$ cat config.mk
export PLATFORM = sky130hd
export DESIGN_NAME = fetch_queue_dual
export DESIGN_NICKNAME = d
export VERILOG_FILES = /design/src/rtl/fetch_queue_dual.sv
export SDC_FILE = /design/constraint.sdc
export NUM_CORES = 1
export LEC_CHECK = 0
export ABC_AREA = 0
export CAP_MARGIN = 20
export CORE_MARGIN = 4
export CORE_UTILIZATION = 60
export CTS_CLUSTER_DIAMETER = 30
export DETAILED_ROUTE_END_ITERATION = 8
export DONT_BUFFER_PORTS = 1
export GPL_TIMING_DRIVEN = 1
export MAX_ROUTING_LAYER = met4
export PLACE_DENSITY_LB_ADDON = 0.1
export SLEW_MARGIN = 10
export SYNTH_ARGS = -nofsm -noshare
export SYNTH_HDL_FRONTEND = slang
export SYNTH_SLANG_ARGS = --single-unit
$ cat constraint.sdc
create_clock -name clk -period 29.1 [get_ports clk]
set_clock_uncertainty 0.05 [all_clocks]
set_input_delay 5.82 -clock clk [delete_from_list [all_inputs] [get_ports clk]]
set_output_delay 5.82 -clock clk [all_outputs]
set_load 0.01 [all_outputs]
$ cat src/rtl/fetch_queue_dual.sv
// Dual-issue fetch front end: paired instruction fetch, J/JAL/BEQ/BNE predecode with
// static prediction, and a circular instruction queue feeding decode 0..2 per cycle.
module fetch_queue_dual #(
  parameter int unsigned AW        = 10,
  parameter int unsigned IW        = 32,
  parameter int unsigned DEPTH     = 8,
  parameter int unsigned PRED_MODE = 1
) (
  input  logic          clk,
  input  logic          rst,
  output logic          imem_en,
  output logic [AW-1:0] imem_addr_a,
  output logic [AW-1:0] imem_addr_b,
  input  logic [IW-1:0] imem_q_a,
  input  logic [IW-1:0] imem_q_b,
  input  logic          redirect_en,
  input  logic [AW-1:0] redirect_pc,
  input  logic [1:0]    deq_cnt,
  output logic [1:0]    out_valid,
  output logic [IW-1:0] out0_instr,
  output logic [IW-1:0] out1_instr,
  output logic [AW-1:0] out0_pc,
  output logic [AW-1:0] out1_pc,
  output logic          out0_taken,
  output logic          out1_taken,
  output logic [AW-1:0] out0_target,
  output logic [AW-1:0] out1_target
);

  localparam int unsigned PTRW = $clog2(DEPTH);
  localparam int unsigned CNTW = PTRW + 1;
  localparam int unsigned CW   = PTRW + 2;
  localparam int unsigned EW   = IW + AW + 1 + AW;

  logic [AW-1:0]   pc_q, pc_d;
  logic            req_valid_q, req_valid_d;
  logic [AW-1:0]   req_pc_q, req_pc_d;
  logic [PTRW-1:0] head_q, head_d, tail_q, tail_d;
  logic [CNTW-1:0] count_q, count_d;
  logic [EW-1:0]   ent_q [DEPTH];
  logic [EW-1:0]   ent_d [DEPTH];

  logic            fetch_go_c;
  logic [CW-1:0]   used_c;
  logic [AW:0]     pd0_c, pd1_c;
  logic [AW-1:0]   slot1_pc_c;
  logic            use1_c;
  logic            taken_any_c;
  logic [AW-1:0]   taken_tgt_c;
  logic [1:0]      enq_n_c;
  logic [CNTW-1:0] deq_eff_c;
  logic [PTRW-1:0] head1_c;

  // Returns {taken, target} for one fetched slot.
  function automatic logic [AW:0] predecode(input logic [IW-1:0] instr, input logic [AW-1:0] spc);
    logic [5:0]    op;
    logic [AW-1:0] seq;
    logic          tk;
    logic [AW-1:0] tgt;
    op  = instr[IW-1:IW-6];
    seq = spc + AW'(1);
    tk  = 1'b0;
    tgt = seq;
    case (op)
      6'd2, 6'd3: begin
        tk  = 1'b1;
        tgt = instr[AW-1:0];
      end
      6'd4, 6'd5: begin
        tgt = seq + instr[AW-1:0];
        if (PRED_MODE == 1) tk = 1'b1;
        else if (PRED_MODE == 2) tk = instr[15];
      end
      default: ;
    endcase
    return {tk, tgt};
  endfunction

  assign imem_addr_a = pc_q;
  assign imem_addr_b = pc_q + AW'(1);
  assign imem_en     = fetch_go_c && !rst;

  always_comb begin
    pc_d        = pc_q;
    req_valid_d = 1'b0;
    req_pc_d    = req_pc_q;
    head_d      = head_q;
    tail_d      = tail_q;
    count_d     = count_q;
    ent_d       = ent_q;

    // Credit check: every outstanding request may still deliver two entries.
    used_c     = CW'(count_q) + (req_valid_q ? CW'(2) : CW'(0));
    fetch_go_c = !redirect_en && (used_c <= CW'(DEPTH - 2));

    slot1_pc_c  = req_pc_q + AW'(1);
    pd0_c       = predecode(imem_q_a, req_pc_q);
    pd1_c       = predecode(imem_q_b, slot1_pc_c);
    use1_c      = !req_pc_q[0] && !pd0_c[AW];
    taken_any_c = req_valid_q && (pd0_c[AW] || (use1_c && pd1_c[AW]));
    taken_tgt_c = pd0_c[AW] ? pd0_c[AW-1:0] : pd1_c[AW-1:0];
    enq_n_c     = !req_valid_q ? 2'd0 : (use1_c ? 2'd2 : 2'd1);

    if (CNTW'(deq_cnt) > count_q) deq_eff_c = count_q;
    else                          deq_eff_c = CNTW'(deq_cnt);

    if (redirect_en) begin
      pc_d    = redirect_pc;
      head_d  = '0;
      tail_d  = '0;
      count_d = '0;
    end else begin
      if (fetch_go_c) begin
        req_valid_d = 1'b1;
        req_pc_d    = pc_q;
        pc_d        = pc_q[0] ? pc_q + AW'(1) : pc_q + AW'(2);
      end
      if (req_valid_q) begin
        ent_d[tail_q] = {imem_q_a, req_pc_q, pd0_c};
        if (use1_c) ent_d[tail_q + PTRW'(1)] = {imem_q_b, slot1_pc_c, pd1_c};
        tail_d = tail_q + PTRW'(enq_n_c);
        // A predicted-taken slot steers fetch and kills the request issued alongside it.
        if (taken_any_c) begin
          pc_d        = taken_tgt_c;
          req_valid_d = 1'b0;
        end
      end
      head_d  = head_q + PTRW'(deq_eff_c);
      count_d = count_q + CNTW'(enq_n_c) - deq_eff_c;
    end
  end

  always_ff @(posedge clk or posedge rst) begin
    if (rst) begin
      pc_q        <= '0;
      req_valid_q <= 1'b0;
      req_pc_q    <= '0;
      head_q      <= '0;
      tail_q      <= '0;
      count_q     <= '0;
    end else begin
      pc_q        <= pc_d;
      req_valid_q <= req_valid_d;
      req_pc_q    <= req_pc_d;
      head_q      <= head_d;
      tail_q      <= tail_d;
      count_q     <= count_d;
    end
  end

  // Queue payload needs no reset; count gates its visibility.
  always_ff @(posedge clk) begin
    ent_q <= ent_d;
  end

  assign head1_c   = head_q + PTRW'(1);
  assign out_valid = {count_q >= CNTW'(2), count_q != '0};
  assign {out0_instr, out0_pc, out0_taken, out0_target} = ent_q[head_q];
  assign {out1_instr, out1_pc, out1_taken, out1_target} = ent_q[head1_c];

endmodule

==> flow_summary.yaml, run 1 <==
synth:
  ys_warn_count: 0
  synth_area_um2: 31800
  ys_seq_area_share_pct: 42.5
  synth_edf_count: 424
  syn-num-nets: 2964
  synth-xor-area-share_pct: 1.42
  synth_top_area_share_pct: 40.1
  synth_adder_area_share_pct: 1.97
  synthDistinctLibCells: 82
  ys.flop_type: "edfxtp_1"
  ys_ff_latch: 455
  synthSimpleGateAreaFrac_pct: 9.51
  synth_top_family_by_area: "multiplexers"
  synth_cells: 2838
  ys_async_sr_fraction_pct: 6.81
  muxShareOfSynthArea_pct: 29.4
  synth_compound_area_share_pct: 10.6
  synth_top_cell_by_area: "edfxtp_1"
  syn_area_per_cell_um2: 11.2
  synth_area_leaders: "edfxtp_1 (40%), mux4_2 (15%), mux2i_1 (9.7%), o21ai_0 (5.9%), nand2_1 (5.7%)"
clock_network:
  cts_max_path_buffers: 3
  cts_resized: 0
  postCtsSetupRepairBufs: 0
  clock-sinks: 455
  htreeDepth: 3
  ctsHoldBuffers: 0
  insertion_delay_ps: 650
  cts_tree: "yes"
  cts_made_buffers: 113
  cts-root-buf: "clkbuf_16"
  clkTransAtPathRegs_ps: 40
drt:
  routed_wl_um: 98400
  drcViolationCount: 0
  dr.pass1.iters: 6
  vias_per_cell: 6.91
  drt_first_iter_violations: 2766
  wl_per_cell_um: 28.4
  vias: 23979
  ant_nets: 0
hold_path:
  hp-class: "register to register"
floorplan:
  die_x_um: 238
  rows: 84
  pin_count: 208
  die_area_um2: 56700
  coreArea_um2: 52600
  start_util_pct: 60.5
  fp.dieH_um: 238
layout:
  fin_util_pct: 67.9
  final_nets: 2810
  drive_above_1_share_pct: 22.6
  fillCellCount: 3774
  finalNonFillerCells: 3471
  final_area_um2: 35700
  area_growth_pct: 12.3
power_and_ir_drop:
  powerDensity_nw_per_um2: 114
  peakVddDrop_v: 0.0000770
  p_leak_nw: 13.2
  power.total_mw: 4.08
timing:
  fmax_mhz: 77.6
  setup_violations: 0
  finalCritPeriodShare_pct: 44.3
  min_period_ps: 12880
  tightest_slew_ps: 1110
  slew_viol_final: 0
  layout_setup_ws_ps: 16220
  finalHoldViolations: 0
  tns_ps: 0
  relSlewSlack_pct: 25.5
  rsz0062_at_grt: "false"
  whs_ps: 548
worst_setup_path:
  crit_fanout: 33
  required_ps: 23230
  critical_path.endpoint_type: "output port"
  startpoint_type: "primary input"
  crit_arrival_ps: 7010
  worstSetupPathType: "primary input to output port"
place:
  dp_slack_ps: 16230
  dp.cells: 3257
  portBuffers: 0
  hpwlAfterDp_um: 58200
  gp_congestion: 0.931
  placed_cell_area_um2: 31800
global_routing:
  grt.total_usage_pct: 35.0
  overflow: 0
  antenna_found_initial: 0
  grt_pass1_vias: 23715
  grt_max_degree: 145
  grt_pass1_wl_um: 148000
run_status:
  outcome: "finished clean"
flow_run:
  cap_violations: 0
logic make-up after synthesis:
family	after synthesis
AO/OA/AOI/OAI	585
XOR/XNOR	49
adder cells (fa/ha/maj)	47
buffers and inverters	345
flip-flops	455
multiplexers	651
AND/OR/NAND/NOR	706
sequential cells by signal (all words and copies together), names as in the netlist:
register     count
ent_q          424
imem_addr_a     10
req_pc_q        10
count_q          4
head_q           3
tail_q           3
req_valid_q      1
synthesized netlist by cell type, types with 3 or more instances:
| master | number |
|---|---|
| nor2_1 | 100 |
| nor3b_1 | 5 |
| mux4_2 | 212 |
| o211ai_1 | 52 |
| o31ai_1 | 4 |
| nand3_1 | 19 |
| a221oi_2 | 6 |
| nand3b_1 | 4 |
| ha_1 | 42 |
| inv_1 | 28 |
| a21boi_0 | 4 |
| buf_2 | 49 |
| mux2i_1 | 308 |
| mux2_2 | 131 |
| nor3_2 | 5 |
| and2_1 | 4 |
| o21a_1 | 3 |
| o21ai_0 | 376 |
| and3_1 | 16 |
| nor2_2 | 4 |
| o22ai_1 | 11 |
| or3_1 | 7 |
| buf_6 | 10 |
| o21ai_1 | 26 |
| a211oi_1 | 8 |
| or2_2 | 3 |
| nand2_1 | 480 |
| xor2_1 | 25 |
| nor2b_1 | 12 |
| a21o_1 | 4 |
| clkbuf_1 | 194 |
| nor3_1 | 21 |
| xnor2_1 | 21 |
| nand4_1 | 7 |
| edfxtp_1 | 424 |
| a21oi_1 | 59 |
| dfrtp_1 | 31 |
| a22oi_1 | 4 |
| buf_4 | 15 |
| buf_1 | 48 |
| fa_1 | 5 |
worst max-delay path, stage by stage:
cell	delay (ps)
a21oi_1	160
nand3_1	590
nor2_1	420
routing by layer:
layer / wire length, um / global-route usage, % / vias to the layer above
met3: 10700 / 8.93 / 300
met4: 4310 / 14.2 / 0
li1: - / - / 10377
met2: 46700 / 54.4 / 1431
met1: 36700 / 44.6 / 11871
met5: 0 / - / -
where the power goes:
| group | internal, mW | total (mW) | leakage [nW] | switching, mW |
|---|---|---|---|---|
| Clock | 0.882 | 1.28 | 1.89 | 0.400 |
| Combinational | 0.755 | 1.74 | 6.98 | 0.987 |
| Sequential | 0.911 | 1.06 | 4.31 | 0.146 |
worst paths after layout:
path                                    startpoint                       end  slack, ps  depth (start not counted)
setup / recovery                       redirect_en                   imem_en      16220                          3
hold / removal                 ent_q[71]$_DFFE_PP_       ent_q[71]$_DFFE_PP_        550                          1
setup reg to reg           req_pc_q[0]$_DFFE_PP0P_      ent_q[274]$_DFFE_PP_      23740                         15
hold reg to reg                ent_q[71]$_DFFE_PP_       ent_q[71]$_DFFE_PP_        550                          1
max in group asynchronous                      rst       head_q[0]$_DFF_PP0_      23580                          2
min in group asynchronous                      rst  imem_addr_a[7]$_DFF_PP0_       5090                          2
layout make-up:
cell class / count / area [um2] / area share (%)
inverters: 29 / 109 / 0.305
well taps: 688 / 861 / 2.41
multi-input cells: 2038 / 16900 / 47.4
clock inverters: 75 / 851 / 2.38
diodes: 1 / 2.50 / 0.00701
repair buffers: 47 / 378 / 1.06
clock buffers: 138 / 3040 / 8.51
flip-flops and latches: 455 / 13500 / 37.9
placed cells by master (no fill, tap or decap), types with 5 or more instances in the layout:
cell type   count
or3_1           6
nor2b_1        11
dfrtp_1        28
and3_1         10
nand4_1         7
o21ai_0       376
mux2_2        131
a211oi_1        8
clkbuf_16     116
nor3_1         20
clkbuf_8        5
o22ai_1        11
mux2i_1       308
a221oi_2        6
a21oi_1        59
bufinv_16      17
inv_1          28
buf_4          45
nor2_1         99
o21ai_1        26
nor2_2          5
clkinv_2       24
clkinvlp_4      9
nand2_1       479
and3_4          6
clkbuf_1       17
fa_1            5
xnor2_1        21
xor2_1         24
edfxtp_1      424
nand3_1        18
mux4_2        212
ha_1           41
nor3b_2         5
o211ai_1       52
clkinv_1       20
Power figures use the tool's default switching activity.
==> run 2, diff against run 1 <==
==> constraint.sdc (replaced) <==
create_clock -name clk -period 12.1 [get_ports clk]
set_clock_uncertainty 0.05 [all_clocks]
set_input_delay 2.42 -clock clk [delete_from_list [all_inputs] [get_ports clk]]
set_output_delay 2.42 -clock clk [all_outputs]
set_load 0.01 [all_outputs]
==> flow_summary.yaml, run 2 (synthesis results as in run 1) <==
run_status:
  outcome: "finished clean"
timing:
  setup_violations: 0
  tns_ps: 0
  min_period_ps: 6960
  finalHoldViolations: 0
  fmax_mhz: 144
  rsz0062_at_grt: "false"
  finalCritPeriodShare_pct: 57.5
  tightest_slew_ps: 1210
  relSlewSlack_pct: 19.4
  slew_viol_final: 0
power_and_ir_drop:
  clockPowerShare_pct: 33.0
  p_sw_share_pct: 37.0
  peakVddDrop_v: 0.000230
  internal-power_mw: 6.30
  combPwrFrac_pct: 41.6
  power_frac_seq_pct: 25.4
  p_leak_nw: 13.3
  switchingPower_mw: 3.69
  powerDensity_nw_per_um2: 278
floorplan:
  start_util_pct: 60.5
  die_area_um2: 56700
  rows: 84
  fp.dieH_um: 238
  pin_count: 208
  die_x_um: 238
  coreArea_um2: 52600
clock_network:
  htreeDepth: 3
  cts_tree: "yes"
  cts_made_buffers: 118
  cts_resized: 0
  cts-root-buf: "clkbuf_16"
  postCtsSetupRepairBufs: 0
  cts_max_path_buffers: 3
  ctsHoldBuffers: 0
  clock-sinks: 455
  insertion_delay_ps: 670
  clkTransAtPathRegs_ps: 50
worst_setup_path:
  required_ps: 9630
  startpoint_type: "register"
  crit_arrival_ps: 4490
  crit_family: "buffers and inverters"
  crit_fanout: 62
  critical_path.endpoint_type: "output port"
  critPathMaxStageDelay_ps: 910
  worstSetupPathType: "register to output port"
  cpMostUsedCell: "buf_4"
  path_buf_inv: 3
  slowest_stage: "buf_4"
  rrSetupSlack_ps: 6380
  timing.critical_path.depth: 5
  reg2reg_depth: 15
  path_cells: "buf_4, buf_4, buf_4, mux4_2, mux2_2"
  reg2reg_from: "req_pc_q[0]$_DFFE_PP0P_"
  timing.rr.end: "ent_q[168]$_DFFE_PP_"
layout:
  finalNonFillerCells: 3476
  largest_reg_flops: 424
  final_nets: 2812
  diodes: 0
  final_cell_mix: "nand2_1 (479), edfxtp_1 (424), o21ai_0 (376)"
  area_growth_pct: 13.2
  regMostFlops: "ent_q"
  final_common_cell: "nand2_1"
  drive_above_1_share_pct: 23.1
drt:
  vias: 23861
  wl_per_cell_um: 27.9
  ant_nets: 0
  drcViolationCount: 0
  vias_per_cell: 6.86
  dr.pass1.iters: 5
  drt_first_iter_violations: 2688
  routed_wl_um: 97000
global_routing:
  grt.total_usage_pct: 34.7
  grt_max_degree: 91
  antenna_found_initial: 0
  grt_pass1_wl_um: 147000
  grt_pass1_vias: 23830
  overflow: 0
flow_run:
  cap_violations: 0
place:
  gp_congestion: 0.926
  dp.cells: 3252
  hpwlAfterDp_um: 57700
  portBuffers: 0
hold_path:
  hp-start: "ent_q[230]$_DFFE_PP_"
  holdPathStages: 1
  hp-class: "register to register"
  hold_path_end: "ent_q[230]$_DFFE_PP_"
[run 2: changes by cell type in the layout (fill, tap and decap cells not counted), moves of 2 or more]
cell        before  now
clkinv_4         0    7
clkinv_8         3    1
clkbuf_1        17   12
clkinv_1        20   14
clkinvlp_4       9   14
bufinv_16       17   23
buf_4           45   41
inv_6            1    3
clkbuf_16      116  120
clkbuf_8         5    2
[run 2: power groups by stage]
stage | clock network [mW] | logic (mW) | registers (mW)
6_report | 3.30 | 4.16 | 2.54
5_1_grt | 3.41 | 4.45 | 2.57
4_1_cts | 3.31 | 4.14 | 2.53
3_5_place_dp | 0 | 4.12 | 2.55
3_3_place_gp | 0 | 4.01 | 2.53
2_1_floorplan | 0 | 3.27 | 2.39
[run 2: worst reg2reg max path: cells and delay by family, from the launching register on]
family,cells,cell delay (ps)
DFF,1,790
buffers and inverters,2,740
AOI/OAI and AO/OA,5,1720
adders and majority gates,2,1110
xor gates and xnor gates,1,270
and+or+nand+nor,5,750
[run 2: metal layers]
layer  share of wire [%]  global-route usage, %  up-vias
met4                 4.8                   14.8        0
met1                  37                   43.4    11842
met5                   0                      -        -
met3                  11                   9.84      315
met2                  47                   53.8     1302
li1                    -                      -    10402
[run 2: cell type report]
cell class	instances	area (um2)
clock buffer	134	3080
clock inverter	88	1120
fill	3807	16600
inverter	29	109
multi-input combinational	2038	16900
sequential	455	13500
tap	688	861
timing repair buffer	44	367
[run 2: through the flow]
stage / hold slack (ps) / worst slack [ps] / power [mW] / area [um2] / util (%)
floorplan: 500 / 2510 / 5.66 / 31800 / -
global placement: 532 / 5900 / 6.54 / 31700 / 60.4
detailed placement: 543 / 5770 / 6.67 / 31700 / 60.4
CTS: 554 / 5100 / 9.98 / 35900 / 68.4
global route: 576 / 4850 / 10.4 / 36000 / 68.5
finish: 552 / 5140 / 10.0 / 36000 / 68.5
[run 2: worst max path at each step]
stage | slack (ps) | end | startpoint
4_1_cts | 5100 | out0_instr[11] | head_q[0]$_DFF_PP0_
2_1_floorplan | 2510 | ent_q[0]$_DFFE_PP_ | redirect_en
5_1_grt | 4850 | out0_instr[17] | head_q[0]$_DFF_PP0_
6_report | 5140 | out0_instr[16] | head_q[0]$_DFF_PP0_
3_5_place_dp | 5770 | out0_instr[11] | head_q[0]$_DFF_PP0_
3_3_place_gp | 5900 | out0_instr[16] | head_q[0]$_DFF_PP0_
